$ cat config.mk
export PLATFORM = sky130hd
export DESIGN_NAME = fetch_stage
export DESIGN_NICKNAME = d
export VERILOG_FILES = /design/src/rtl/fetch_stage_pkg.sv /design/src/rtl/fetch_npc.sv /design/src/rtl/fetch_stage.sv
export SDC_FILE = /design/constraint.sdc
export NUM_CORES = 1
export LEC_CHECK = 0
export CORE_ASPECT_RATIO = 1.5
export CORE_UTILIZATION = 50
export DETAILED_ROUTE_END_ITERATION = 8
export GPL_TIMING_DRIVEN = 0
export PLACE_DENSITY = 0.89
export SYNTH_ARGS = -nofsm -noshare
export SYNTH_HDL_FRONTEND = slang
export SYNTH_HIERARCHICAL = 1
export SYNTH_SLANG_ARGS = --single-unit
$ cat constraint.sdc
create_clock -name clk -period 2.2 [get_ports clk]
set_input_delay 0.22 -clock clk [delete_from_list [all_inputs] [get_ports clk]]
set_output_delay 0.22 -clock clk [all_outputs]
set_load 0.03 [all_outputs]
$ cat src/rtl/fetch_stage_pkg.sv
// Shared constants and state encoding for the instruction-fetch front end.
package fetch_stage_pkg;

  localparam logic [31:0] RESET_PC_DEF = 32'hbfc0_0000;
  localparam logic [4:0]  EXC_ADEL     = 5'h04;

  typedef enum logic [1:0] {
    ST_IDLE = 2'd0,
    ST_REQ  = 2'd1,
    ST_WAIT = 2'd2,
    ST_EXC  = 2'd3
  } fetch_state_e;

endpackage

$ cat src/rtl/fetch_npc.sv
// Next-PC selection: flush target (live or pending) beats pending branch beats pc+4.
module fetch_npc (
  input  logic        flush_i,
  input  logic [31:0] flush_pc_i,
  input  logic        fl_pend_i,
  input  logic [31:0] fl_tgt_i,
  input  logic        br_pend_i,
  input  logic [31:0] br_tgt_i,
  input  logic [31:0] pc_i,
  output logic [31:0] npc_o,
  output logic        misaligned_o
);

  always_comb begin
    npc_o = pc_i + 32'd4;
    if (flush_i)        npc_o = flush_pc_i;
    else if (fl_pend_i) npc_o = fl_tgt_i;
    else if (br_pend_i) npc_o = br_tgt_i;
  end

  assign misaligned_o = |npc_o[1:0];

endmodule

$ cat src/rtl/fetch_stage.sv
// Fetch front end: owns the PC, sequences one address request per slot and
// applies branch/flush redirects; misaligned PCs become AdEL slots with no request.
module fetch_stage
  import fetch_stage_pkg::*;
#(
  parameter logic [31:0] RESET_PC = RESET_PC_DEF
) (
  input  logic        clk,
  input  logic        resetn,
  output logic        inst_req,
  output logic [31:0] inst_addr,
  input  logic        inst_addr_ok,
  input  logic        ready_i,
  input  logic        br_valid_i,
  input  logic [31:0] br_target_i,
  input  logic        flush_i,
  input  logic [31:0] flush_pc_i,
  output logic        valid_o,
  output logic [31:0] pc_o,
  output logic        cancelled_o,
  output logic        exc_o,
  output logic        exc_miss_o,
  output logic [4:0]  exccode_o,
  output logic [31:0] perfcnt_fetch_stall,
  output logic [1:0]  state_o
);

  fetch_state_e state_q;
  logic [31:0]  pc_q;
  logic         valid_q;
  logic         cancelled_q;
  logic         exc_q;
  logic [4:0]   exccode_q;
  logic         br_pend_q;
  logic [31:0]  br_tgt_q;
  logic         fl_pend_q;
  logic [31:0]  fl_tgt_q;
  logic [31:0]  stall_q;

  logic [31:0]  npc;
  logic         npc_misaligned;
  logic         advance;

  // A slot departs only from WAIT or EXC when decode consumes it.
  assign advance = ((state_q == ST_WAIT) || (state_q == ST_EXC)) && ready_i;

  fetch_npc u_npc (
    .flush_i      (flush_i),
    .flush_pc_i   (flush_pc_i),
    .fl_pend_i    (fl_pend_q),
    .fl_tgt_i     (fl_tgt_q),
    .br_pend_i    (br_pend_q),
    .br_tgt_i     (br_tgt_q),
    .pc_i         (pc_q),
    .npc_o        (npc),
    .misaligned_o (npc_misaligned)
  );

  always_ff @(posedge clk or negedge resetn) begin
    if (!resetn) begin
      state_q     <= ST_IDLE;
      pc_q        <= RESET_PC;
      valid_q     <= 1'b0;
      cancelled_q <= 1'b0;
      exc_q       <= 1'b0;
      exccode_q   <= 5'h00;
      br_pend_q   <= 1'b0;
      br_tgt_q    <= 32'h0;
      fl_pend_q   <= 1'b0;
      fl_tgt_q    <= 32'h0;
      stall_q     <= 32'h0;
    end else begin
      if ((state_q == ST_REQ) && !inst_addr_ok) stall_q <= stall_q + 32'd1;

      // Flush overrides any branch resolved in the same cycle; a flush that
      // coincides with a departure is consumed immediately by the next-PC mux.
      if (flush_i) begin
        br_pend_q <= 1'b0;
        fl_pend_q <= !advance;
        fl_tgt_q  <= flush_pc_i;
      end else begin
        if (advance) begin
          fl_pend_q <= 1'b0;
          br_pend_q <= 1'b0;
        end
        if (br_valid_i) begin
          br_pend_q <= 1'b1;
          br_tgt_q  <= br_target_i;
        end
      end

      case (state_q)
        ST_IDLE: begin
          state_q   <= (|pc_q[1:0]) ? ST_EXC : ST_REQ;
          valid_q   <= |pc_q[1:0];
          exc_q     <= |pc_q[1:0];
          exccode_q <= (|pc_q[1:0]) ? EXC_ADEL : 5'h00;
        end
        ST_REQ: begin
          if (inst_addr_ok) begin
            state_q <= ST_WAIT;
            valid_q <= 1'b1;
          end
          if (flush_i) cancelled_q <= 1'b1;
        end
        default: begin
          if (ready_i) begin
            pc_q        <= npc;
            state_q     <= npc_misaligned ? ST_EXC : ST_REQ;
            valid_q     <= npc_misaligned;
            exc_q       <= npc_misaligned;
            exccode_q   <= npc_misaligned ? EXC_ADEL : 5'h00;
            cancelled_q <= 1'b0;
          end else if (flush_i) begin
            cancelled_q <= 1'b1;
          end
        end
      endcase
    end
  end

  assign inst_req            = (state_q == ST_REQ);
  assign inst_addr           = pc_q;
  assign pc_o                = pc_q;
  assign valid_o             = valid_q;
  assign cancelled_o         = cancelled_q;
  assign exc_o               = exc_q;
  assign exc_miss_o          = 1'b0;
  assign exccode_o           = exccode_q;
  assign perfcnt_fetch_stall = stall_q;
  assign state_o             = state_q;

endmodule
==> summary.md <==
| Metric | Value |
|---|---|
| Status | finished with violations |
| Violated checks | design-rule violations |
| Adder-Cell Fraction of Synth Area | 0.3505% |
| FF-to-FF setup slack | 0.09 ns |
| Clock root buffer master | clkbuf_16 |
| Cell with the most instances after synthesis | dfrtp_1 |
| Flop pwr share | 32.4% |
| Clk network pwr share | 24.8% |
| Pin count of the biggest net entering global routing | 79 |
| Initial Util | 51.02% |
| Largest family of logic cells by synthesized area | multiplexers |
| Final slew viol count | 0 |
| Maximum vdd drop | 0.8792 mV |
| Reg area | about 0.0034 sq mm |
| Post-synthesis sequential area ratio | 47.13% |
| Htree depth | 4 |
| Sw frac | 38.14% |
| CP required | 2.54 ns |
| # fillers | 970 |
| YS warnings | 6 |
| # DRC | 2 |
| Compound-cell area share of the yosys netlist | a little under a tenth |
| Area of the multi-input gates | 0.003324 sq mm |
| Area growth syn-to-layout | 37.40% |
| Inserted Diodes | 0 |
| DR pass1 iterations | 7 |
| Final WL | 19,410 um |
| Clock skew | 0.009253 ns |
| Row count | 53 |
| RSZ-0062 raised after global routing | false |
| Drt initial violations | 398 |
| Clock latency on the worst-skew pair | ~0.41 ns |
| Proportion of power drawn by combinational gates | a little over two fifths |
| CTS tree | done |
| Worst-path clk slew | 0.06 ns |
| Total Power | 0.01174 W |
| Share of layout cells above drive strength 1 | 25.64% |
| GRT Util Overall | 27.48% |
| CP endpoint kind | register |
| First-pass GRT wire length | 31,080 um |
| Post-Place Cell Area | 0.009135 sq mm |
| PwrDens | 1197 mW/mm^2 |
| Die width | 99.57 um |
| Max incr delay on CP | 0.44 ns |
| Via count | 5,987 |
| Slew margin rel. | a little over half |
| Yosys top cell area share | 43.81% |
| DR WL/cell | 18.35 um |
| Vias in the first global route | between 6,000 and 7,000 |
| Post-Syn Area per Cell | approximately 11 sq um |
| Simple-gate area share of the yosys netlist | approximately 14% |
| Synth area leader | dfrtp_1 |
| Max clock buf depth | 2 |
| Top cells by area, synth | dfrtp_1 (44%), mux2_2 (15%), buf_4 (4.2%) |
| Critical path class | register to register |
| Max-cap viol count | 0 |
| EDFF count, synth | 0 |
| Crit Path Max Fanout | 6 |
| Gate Count Post-Synth | about 650 |
| HP Class | input port to register |
| Ys flop type | dfrtp_1 |
| Startpoint type of the worst setup path | register |
| Port bufs | 171 |
| Net Switching | 0.004479 W |
| Multiplexer share of the synthesized area | 15.88% |
| Die height | 148.4 um |
| Synth top cells by count | dfrtp_1 (125), mux2_2 (97), nand2_1 (52) |
| Routability cong. | 0.8969 |
| Int Pwr | 0.007265 W |
| Crit path max-delay cell type | dfrtp_1 |
| Async S/R FF share, synth | between 90% and 100% |
| Final Hold Fails | 0 |
| Clock sink count | 134 |
| Post-DP HPWL | approximately 14,000 um |
| Final setup fails | 0 |
| Min cycle time layout | 2.111 ns |
| Die area | 0.01477 sq mm |
| Crit path DAT | 2.45 ns |
| Crit share post-route | a little over nine tenths |
| Post-route ant nets | 0 |
| Drt via density | 5.659 |
| Total gr overflow | 0 |
| Fin Hold WS | between 0.3 and 0.4 ns |
| Core area | between 0.01 and 0.015 sq mm |
| Fmax | 473.7 MHz |
| Initial antenna violation count | 0 |
| Cts bufs inserted | 17 |
| Leak | 4.103 nW |
| Synthesized area | 0.007139 sq mm |
| CP Buf/Inv Count | 1 |
| CP cell instances | ha_1, nand4_1, buf_4, nor4_4, nand3_1, a21oi_1, o21ai_1, mux2_2 |
| Final #Nets | between 900 and 1,000 |
| I/O pin total | around 180 |
| Synth Register Bits | 134 |
| CP top delay family | simple AND/OR/NAND/NOR gates |
| Tightest Pin Transition | 0.7084 ns |
| XOR/XNOR Fraction of Synth Area | under 10% |
| Final instance area | just under 0.01 sq mm |
| Synth cell types | between 50 and 60 |
==> registers in the layout, indices dropped and copies added (netlist names) <==
name / cells
br_pend_q: 1
fl_pend_q: 1
br_tgt_q: 32
state_o: 2
exccode_o: 1
inst_addr: 32
fl_tgt_q: 32
cancelled_o: 1
perfcnt_fetch_stall: 32
==> placed cells by master, fill, tap and decap left out, types with 6 or more instances in the layout <==
master,count
and3_1,10
nand3_1,18
o21ai_0,27
a21oi_1,29
and4_1,6
xnor2_1,24
buf_4,46
clkbuf_1,17
nand4_1,15
xor2_1,33
mux2_2,97
nor2_1,23
clkbuf_16,17
buf_2,9
nor4_2,6
inv_1,11
clkdlybuf4s50_1,170
o221ai_1,8
o22ai_1,10
a22oi_1,13
nor3_1,12
nand2_1,52
dfrtp_1,120
dfstp_2,9
==> layer usage <==
metal	GRT usage (%)	routed length, um	part of all wire (%)
met5	0	0	0
met1	30.09	6859	35
met2	48.96	10300	53
met3	6.438	1496	7.7
met4	14.49	750	3.9
==> worst paths after layout <==
| check | to | cells past startpoint | start |
|---|---|---|---|
| max in group asynchronous | inst_addr[31] | 3 | resetn |
| min | inst_addr[1] | 4 | flush_i |
| min reg2reg | perfcnt_fetch_stall[31] | 1 | perfcnt_fetch_stall[31] |
| min in group asynchronous | fl_tgt_q[27] | 2 | resetn |
| max | inst_addr[22] | 8 | inst_addr[3] |
| max reg2reg | inst_addr[22] | 8 | inst_addr[3] |
==> per-stage QoR <==
step	setup TNS (ns)	setup slack, ns	instances	util (%)
after floorplan	0	0.1025	655	-
after global placement	-584.27	-4.481	1018	65.08
after detailed placement	-0.01589	-0.01589	1019	65.29
after CTS	0	0.03678	1056	69.88
after global routing	0	0.01131	1058	70.11
final	0	0.08917	1058	70.11
==> layout make-up <==
| type | count | area share (%) |
|---|---|---|
| Buffer | 70 | 4.401 |
| Clock buffer | 21 | 4.592 |
| Clock inverter | 11 | 1.543 |
| Inverter | 12 | 0.4592 |
| Multi-Input combinational cell | 439 | 33.89 |
| Sequential cell | 134 | 34.36 |
| Tap cell | 192 | 2.449 |
| Timing Repair Buffer | 179 | 18.30 |
==> worst register-to-register path: stages, from the launching register on <==
cell	delay [ns]
dfrtp_1	0.44
ha_1	0.27
nand4_1	0.13
buf_4	0.19
nor4_4	0.27
nand3_1	0.15
a21oi_1	0.25
o21ai_1	0.09
mux2_2	0.26
==> cell families after synthesis <==
logic type	count (synthesis)
xor+xnor	57
mux	101
flops	134
buf+inv	82
compound gates	106
fa+ha+maj	2
other cells	1
simple gates	168
==> repair_timing <==
| item | CTS | global route |
|---|---|---|
| hold buffers | 1 | 0 |
| gates resized for setup | 1 | 12 |
| pin swaps | 2 | 3 |
| buffers inserted | 4 | 2 |
| setup endpoints to repair | 4 | 16 |
| hold endpoints to repair | 52 | 0 |
==> power by group through the flow <==
stage	Clock (W)	Combinational [W]	Sequential, W
after floorplan	0	0.00247	0.00429
after global placement	0	0.00486	0.00378
after detailed placement	0	0.00495	0.00382
after CTS	0.00295	0.00499	0.00379
after global routing	0.00308	0.00527	0.00390
final	0.00292	0.00502	0.00381
No activity file was read; power rests on OpenSTA's default activity.
